--- src/rtl/alu_ctrl_stage.sv ---
// ALU-control stage between decode and execute.
// Registers the decoded ALU code and sequences multi-cycle mul/div ops.
module alu_ctrl_stage #(
  parameter int OP_W       = 4,
  parameter int CTRL_W     = 5,
  parameter int MUL_CYCLES = 1,
  parameter int DIV_CYCLES = 32,
  parameter int CNT_W      = $clog2(DIV_CYCLES + 1)
) (
  input  logic              clk,
  input  logic              resetn,
  input  logic              valid_d,
  input  logic [OP_W-1:0]   aluop,
  input  logic [5:0]        funct,
  input  logic              stall_d,
  input  logic              flush_e,
  output logic [CTRL_W-1:0] alucontrol_e,
  output logic              valid_e,
  output logic              illegal_e,
  output logic              md_start,
  output logic              md_signed,
  output logic              md_is_div,
  output logic              md_done,
  output logic              md_abort,
  output logic              stall_req
);

  localparam logic [OP_W-1:0] R_TYPE_OP = OP_W'(0);
  localparam logic [OP_W-1:0] ANDI_OP   = OP_W'(1);
  localparam logic [OP_W-1:0] XORI_OP   = OP_W'(2);
  localparam logic [OP_W-1:0] LUI_OP    = OP_W'(3);
  localparam logic [OP_W-1:0] ORI_OP    = OP_W'(4);
  localparam logic [OP_W-1:0] ADDI_OP   = OP_W'(5);
  localparam logic [OP_W-1:0] ADDIU_OP  = OP_W'(6);
  localparam logic [OP_W-1:0] SLTI_OP   = OP_W'(7);
  localparam logic [OP_W-1:0] SLTIU_OP  = OP_W'(8);
  localparam logic [OP_W-1:0] MEM_OP    = OP_W'(9);

  localparam logic [5:0] F_SLL   = 6'h00;
  localparam logic [5:0] F_SRL   = 6'h02;
  localparam logic [5:0] F_SRA   = 6'h03;
  localparam logic [5:0] F_SLLV  = 6'h04;
  localparam logic [5:0] F_SRLV  = 6'h06;
  localparam logic [5:0] F_SRAV  = 6'h07;
  localparam logic [5:0] F_MFHI  = 6'h10;
  localparam logic [5:0] F_MTHI  = 6'h11;
  localparam logic [5:0] F_MFLO  = 6'h12;
  localparam logic [5:0] F_MTLO  = 6'h13;
  localparam logic [5:0] F_MULT  = 6'h18;
  localparam logic [5:0] F_MULTU = 6'h19;
  localparam logic [5:0] F_DIV   = 6'h1A;
  localparam logic [5:0] F_DIVU  = 6'h1B;
  localparam logic [5:0] F_ADD   = 6'h20;
  localparam logic [5:0] F_ADDU  = 6'h21;
  localparam logic [5:0] F_SUB   = 6'h22;
  localparam logic [5:0] F_SUBU  = 6'h23;
  localparam logic [5:0] F_AND   = 6'h24;
  localparam logic [5:0] F_OR    = 6'h25;
  localparam logic [5:0] F_XOR   = 6'h26;
  localparam logic [5:0] F_NOR   = 6'h27;
  localparam logic [5:0] F_SLT   = 6'h2A;
  localparam logic [5:0] F_SLTU  = 6'h2B;

  localparam logic [CTRL_W-1:0] AND_C   = CTRL_W'(1);
  localparam logic [CTRL_W-1:0] OR_C    = CTRL_W'(2);
  localparam logic [CTRL_W-1:0] XOR_C   = CTRL_W'(3);
  localparam logic [CTRL_W-1:0] NOR_C   = CTRL_W'(4);
  localparam logic [CTRL_W-1:0] ADD_C   = CTRL_W'(5);
  localparam logic [CTRL_W-1:0] ADDU_C  = CTRL_W'(6);
  localparam logic [CTRL_W-1:0] SUB_C   = CTRL_W'(7);
  localparam logic [CTRL_W-1:0] SUBU_C  = CTRL_W'(8);
  localparam logic [CTRL_W-1:0] SLT_C   = CTRL_W'(9);
  localparam logic [CTRL_W-1:0] SLTU_C  = CTRL_W'(10);
  localparam logic [CTRL_W-1:0] SLL_C   = CTRL_W'(11);
  localparam logic [CTRL_W-1:0] SRL_C   = CTRL_W'(12);
  localparam logic [CTRL_W-1:0] SRA_C   = CTRL_W'(13);
  localparam logic [CTRL_W-1:0] SLLV_C  = CTRL_W'(14);
  localparam logic [CTRL_W-1:0] SRLV_C  = CTRL_W'(15);
  localparam logic [CTRL_W-1:0] SRAV_C  = CTRL_W'(16);
  localparam logic [CTRL_W-1:0] LUI_C   = CTRL_W'(17);
  localparam logic [CTRL_W-1:0] MFHI_C  = CTRL_W'(18);
  localparam logic [CTRL_W-1:0] MTHI_C  = CTRL_W'(19);
  localparam logic [CTRL_W-1:0] MFLO_C  = CTRL_W'(20);
  localparam logic [CTRL_W-1:0] MTLO_C  = CTRL_W'(21);
  localparam logic [CTRL_W-1:0] MULT_C  = CTRL_W'(22);
  localparam logic [CTRL_W-1:0] MULTU_C = CTRL_W'(23);
  localparam logic [CTRL_W-1:0] DIV_C   = CTRL_W'(24);
  localparam logic [CTRL_W-1:0] DIVU_C  = CTRL_W'(25);

  typedef enum logic [1:0] {
    IDLE,
    BUSY,
    DONE
  } state_t;

  state_t             state, state_n;
  logic [CNT_W-1:0]   cnt, cnt_n;
  logic               start_n, abort_n;
  logic [CTRL_W-1:0]  dec_ctrl;
  logic               dec_ill;
  logic               dec_md, dec_div;
  logic               hold, md_load;

  // aluop/funct -> ALU control code, illegal on default arms
  always_comb begin
    dec_ctrl = '0;
    dec_ill  = 1'b0;
    unique case (1'b1)
      (aluop == R_TYPE_OP): begin
        unique case (funct)
          F_AND:   dec_ctrl = AND_C;
          F_OR:    dec_ctrl = OR_C;
          F_XOR:   dec_ctrl = XOR_C;
          F_NOR:   dec_ctrl = NOR_C;
          F_SLL:   dec_ctrl = SLL_C;
          F_SRL:   dec_ctrl = SRL_C;
          F_SRA:   dec_ctrl = SRA_C;
          F_SLLV:  dec_ctrl = SLLV_C;
          F_SRLV:  dec_ctrl = SRLV_C;
          F_SRAV:  dec_ctrl = SRAV_C;
          F_MTHI:  dec_ctrl = MTHI_C;
          F_MTLO:  dec_ctrl = MTLO_C;
          F_MFHI:  dec_ctrl = MFHI_C;
          F_MFLO:  dec_ctrl = MFLO_C;
          F_ADD:   dec_ctrl = ADD_C;
          F_ADDU:  dec_ctrl = ADDU_C;
          F_SUB:   dec_ctrl = SUB_C;
          F_SUBU:  dec_ctrl = SUBU_C;
          F_SLT:   dec_ctrl = SLT_C;
          F_SLTU:  dec_ctrl = SLTU_C;
          F_MULT:  dec_ctrl = MULT_C;
          F_MULTU: dec_ctrl = MULTU_C;
          F_DIV:   dec_ctrl = DIV_C;
          F_DIVU:  dec_ctrl = DIVU_C;
          default: dec_ill  = 1'b1;
        endcase
      end
      (aluop == ANDI_OP):  dec_ctrl = AND_C;
      (aluop == XORI_OP):  dec_ctrl = XOR_C;
      (aluop == LUI_OP):   dec_ctrl = LUI_C;
      (aluop == ORI_OP):   dec_ctrl = OR_C;
      (aluop == ADDI_OP):  dec_ctrl = ADD_C;
      (aluop == ADDIU_OP): dec_ctrl = ADDU_C;
      (aluop == SLTI_OP):  dec_ctrl = SLT_C;
      (aluop == SLTIU_OP): dec_ctrl = SLTU_C;
      (aluop == MEM_OP):   dec_ctrl = ADD_C;
      default:             dec_ill  = 1'b1;
    endcase
  end

  assign dec_div = (dec_ctrl == DIV_C)
                 | (dec_ctrl == DIVU_C);
  assign dec_md  = dec_div
                 | (dec_ctrl == MULT_C)
                 | (dec_ctrl == MULTU_C);

  assign hold    = stall_d | stall_req;
  assign md_load = valid_d & dec_md
                 & ~flush_e & ~hold;

  // E-stage register: flush beats stall beats load
  always_ff @(posedge clk or negedge resetn) begin
    if (!resetn) begin
      alucontrol_e <= '0;
      valid_e      <= 1'b0;
      illegal_e    <= 1'b0;
    end else if (flush_e) begin
      alucontrol_e <= '0;
      valid_e      <= 1'b0;
      illegal_e    <= 1'b0;
    end else if (!hold) begin
      alucontrol_e <= dec_ctrl;
      valid_e      <= valid_d;
      illegal_e    <= valid_d & dec_ill;
    end
  end

  // mul/div sequencer next-state and pulse requests
  always_comb begin
    state_n = state;
    cnt_n   = cnt;
    start_n = 1'b0;
    abort_n = 1'b0;
    unique case (state)
      IDLE, DONE: begin
        state_n = IDLE;
        if (md_load) begin
          state_n = BUSY;
          start_n = 1'b1;
          cnt_n   = dec_div
                  ? CNT_W'(DIV_CYCLES - 1)
                  : CNT_W'(MUL_CYCLES - 1);
        end
      end
      BUSY: begin
        if (flush_e) begin
          state_n = IDLE;
          cnt_n   = '0;
          abort_n = 1'b1;
        end else if (cnt != '0) begin
          cnt_n   = cnt - CNT_W'(1);
        end else begin
          state_n = DONE;
        end
      end
      default: state_n = IDLE;
    endcase
  end

  // sequencer state, counter and pulse registers
  always_ff @(posedge clk or negedge resetn) begin
    if (!resetn) begin
      state    <= IDLE;
      cnt      <= '0;
      md_start <= 1'b0;
      md_abort <= 1'b0;
    end else begin
      state    <= state_n;
      cnt      <= cnt_n;
      md_start <= start_n;
      md_abort <= abort_n;
    end
  end

  assign stall_req = (state == BUSY);
  assign md_done   = (state == DONE);
  assign md_signed = (alucontrol_e == MULT_C)
                   | (alucontrol_e == DIV_C);
  assign md_is_div = (alucontrol_e == DIV_C)
                   | (alucontrol_e == DIVU_C);

endmodule
--- config.mk ---
export PLATFORM = sky130hd
export DESIGN_NAME = alu_ctrl_stage
export DESIGN_NICKNAME = d
export VERILOG_FILES = /design/src/rtl/alu_ctrl_stage.sv
export SDC_FILE = /design/constraint.sdc
export NUM_CORES = 1
export LEC_CHECK = 0
export ABC_CLOCK_PERIOD_IN_PS = 2550
export CAP_MARGIN = 20
export CORE_ASPECT_RATIO = 0.5
export CORE_MARGIN = 5
export CORE_UTILIZATION = 50
export DETAILED_ROUTE_END_ITERATION = 8
export HOLD_SLACK_MARGIN = 0.05
export PLACE_DENSITY = 0.83
export SLEW_MARGIN = 10
export SYNTH_ARGS = -nofsm -noshare
export SYNTH_HDL_FRONTEND = slang
export SYNTH_SLANG_ARGS = --single-unit
--- constraint.sdc ---
create_clock -name clk -period 2.55 [get_ports clk]
set_input_delay 0.51 -clock clk [delete_from_list [all_inputs] [get_ports clk]]
set_output_delay 0.51 -clock clk [all_outputs]
set_load 0.05 [all_outputs]
==> results.yml <==
critical_path:
  crit_chain: "clkdlybuf4s50_1 > buf_6 > or2b_2 > o31ai_2 > o21a_2 > nor3_4 > a31oi_4 > nand2_2 > buf_4 > o22a_1"
  r2r_start: "state[0]"
  crit_type: "in -> reg"
  slowest_delay_ns: 0.41
  crit_start: "funct[2]"
  cp-end-kind: "flip-flop"
  path_buf_inv: 3
  worst_setup_path_start_kind: "input port"
  rrSetupSlack_ns: 0.53
  cpMaxStageDelayCell: "clkdlybuf4s50_1"
  cp.required_ns: 2.69
  rr_worst_depth: 7
  arrival_ns: 2.65
  crit_family: "compound AO/OA/AOI/OAI gates"
  critPathMaxFanout: 15
  timing.rr.end: "cnt[0]"
global_route:
  grt_usage_pct: 19.8
  grt_pass1_wl_mm: 6.92
  antenna_found_initial: 0
  grt_max_degree: 18
  grt-ovfl-total: 0
  grt_pass1_vias: 1520
die:
  die_h_um: 48.4
  die_area_um2: 4200
  die_w_um: 86.8
  start_util_pct: 54.6
  ios: 28
  fp-row-count: 13
  core-area_um2: 2700
worst_hold_path:
  hp-class: "reg -> reg"
  min_path_cells: 1
  hold_start: "cnt[4]"
  hold_end: "cnt[4]"
final_layout:
  drive_gt1_share_pct: 26.7
  fill_cells: 183
  final_nets: 258
  syn_to_final_growth_pct: 44.7
  diodes: 0
  finalNonFillerCells: 277
  stdcell_area_um2: 2130
sta:
  drv_slew: 0
  fin_skew_ns: 0.00400
  max_slew_margin_pct: 50.0
  grt_setup_unrepaired: "yes"
  worstMarginPinSlew_ns: 0.747
  fin_crit_ns: 2.52
  min_period_over_period_pct: 98.7
  hold_violations: 0
  whs_ns: 0.529
  final-setup-viol-count: 0
  fmax_ghz: 0.397
yosys:
  synth_seq_cells: 17
  ys_top_cells_by_area: "dfrtp_1, a21oi_1, nor2_1"
  synth_top_cell_area_share_pct: 28.9
  syn_area_per_cell_um2: 8.01
  synth_top_cell_by_area: "dfrtp_1"
  synth_cell_type_count: 56
  synth_cells: 184
  async_reset_ff_share_pct: 100
  synth-edff-count: 0
  ys_warn_count: 0
  netlist_area_um2: 1470
  syn_nets: 201
  synth_seq_area_share_pct: 28.9
  ys.flop_type: "dfrtp_1"
pwr:
  power_density_nw_per_um2: 362
  leakage_nw: 0.939
  p_total_uw: 773
  ir_drop_mv: 0.313
placed_design:
  place_inst: 272
  port_buffers: 27
  place_congestion: 0.895
  dp_hpwl_mm: 3.12
  placed_area_um2: 2000
drt:
  vias: 1661
  first_pass_iters: 4
  routed_wl_mm: 4.32
  drt_iter0_markers: 144
  viasPerCell: 6.00
  wl_per_cell_um: 15.6
  ant_nets: 0
  drc: 0
clock_network:
  htree_levels: 1
  clk_latency_ns: 0.25
  cts-root-buf: "clkbuf_8"
  numCtsBuffers: 3
  cts_tree: "yes"
  cts_buffer_depth: 2
  cts_sinks: 17
  clkTransAtPathRegs_ns: 0.07
status:
  outcome: "completed"
job:
  cap_violations: 0
==> synth_stat cells (all sizes together), types with 3 or more instances <==
master  count
nor2       20
o21ai      13
nor2b       3
inv         8
nand3       8
nand2      14
dfrtp      17
or3         3
buf         9
a31oi       4
xor2        3
a22oi       4
a21oi      18
nor3       10
o22a        4
nand2b      7
nor3b       3
==> registers in the layout (all words and copies together) (netlist names) <==
name / flops
cnt: 6
alucontrol_e: 5
state: 2
illegal_e: 1
md_abort: 1
md_start: 1
valid_e: 1
==> power breakdown <==
group	leakage, nW	internal, mW	switching (mW)
Clock	0.0255	0.108	0.0921
Combinational	0.685	0.120	0.147
Sequential	0.228	0.286	0.0182
==> final cells by class <==
| type | count | area [um2] | share of cell area, % |
|---|---|---|---|
| clock buffers | 3 | 41.3 | 1.94 |
| well taps | 37 | 46.3 | 2.17 |
| clock inverters | 1 | 5.00 | 0.235 |
| repair buffers | 63 | 549 | 25.8 |
| inverters | 8 | 30.0 | 1.41 |
| flip-flops and latches | 17 | 425 | 20.0 |
| multi-input cells | 148 | 1030 | 48.5 |
==> through the flow <==
step	setup slack [ns]	TNS [ns]	util (%)
6_report	0.0333	0	79.0
5_1_grt	-0.0202	-0.0460	79.0
2_1_floorplan	0.308	0	-
3_5_place_dp	-0.330	-1.94	74.0
4_1_cts	0.00357	0	76.2
3_3_place_gp	-0.308	-1.47	74.0
==> logic make-up (layout without fill, tap and decap cells) <==
family	count (synthesis)	after routing	synth area share (%)
and+or+nand+nor	80	80	30.2
AOI/OAI and AO/OA	61	61	29.5
buffers and inverters	19	75	6.54
DFF	17	17	28.9
xor gates and xnor gates	3	3	1.78
adders and majority gates	2	2	1.70
muxes	2	2	1.44
==> routing by layer <==
| metal | routed length, um | track usage (%) |
|---|---|---|
| met5 | 0 | 0 |
| met4 | 114 | 7.51 |
| met3 | 278 | 3.88 |
| met2 | 2120 | 32.1 |
| met1 | 1810 | 26.0 |
==> timing repair <==
| item | CTS | global route |
|---|---|---|
| gates resized for setup | 6 | 12 |
| pin swaps | 2 | 5 |
| endpoints found under the setup margin | 3 | 8 |
| hold buffers | 0 | 0 |
| buffers inserted | 0 | 1 |
==> how the worst max path moves through the flow <==
stage                            to  cells past startpoint  slack [ns]
after floorplan           md_is_div                      1        0.31
after global placement       cnt[0]                      8       -0.31
after detailed placement     cnt[0]                      8       -0.33
after CTS                    cnt[0]                      9       0.004
after global routing         cnt[1]                     10       -0.02
final                        cnt[1]                     10        0.03
==> layout by cell type (no fill, tap or decap), drive strengths merged, types with 3 or more instances in the layout <==
cell type and instances:
dfrtp 17, nor2b 3, xor2 3, a22oi 4, inv 8, a21oi 18, nor3b 3, nand2 14
o21ai 13, nand3 8, o22a 4, or3 3, clkdlybuf4s50 22, nor3 10, a31oi 4, nand2b 7
dlymetal6s2s 3, clkbuf 3, buf 36, nor2 20
No activity file was read; power rests on OpenSTA's default activity.
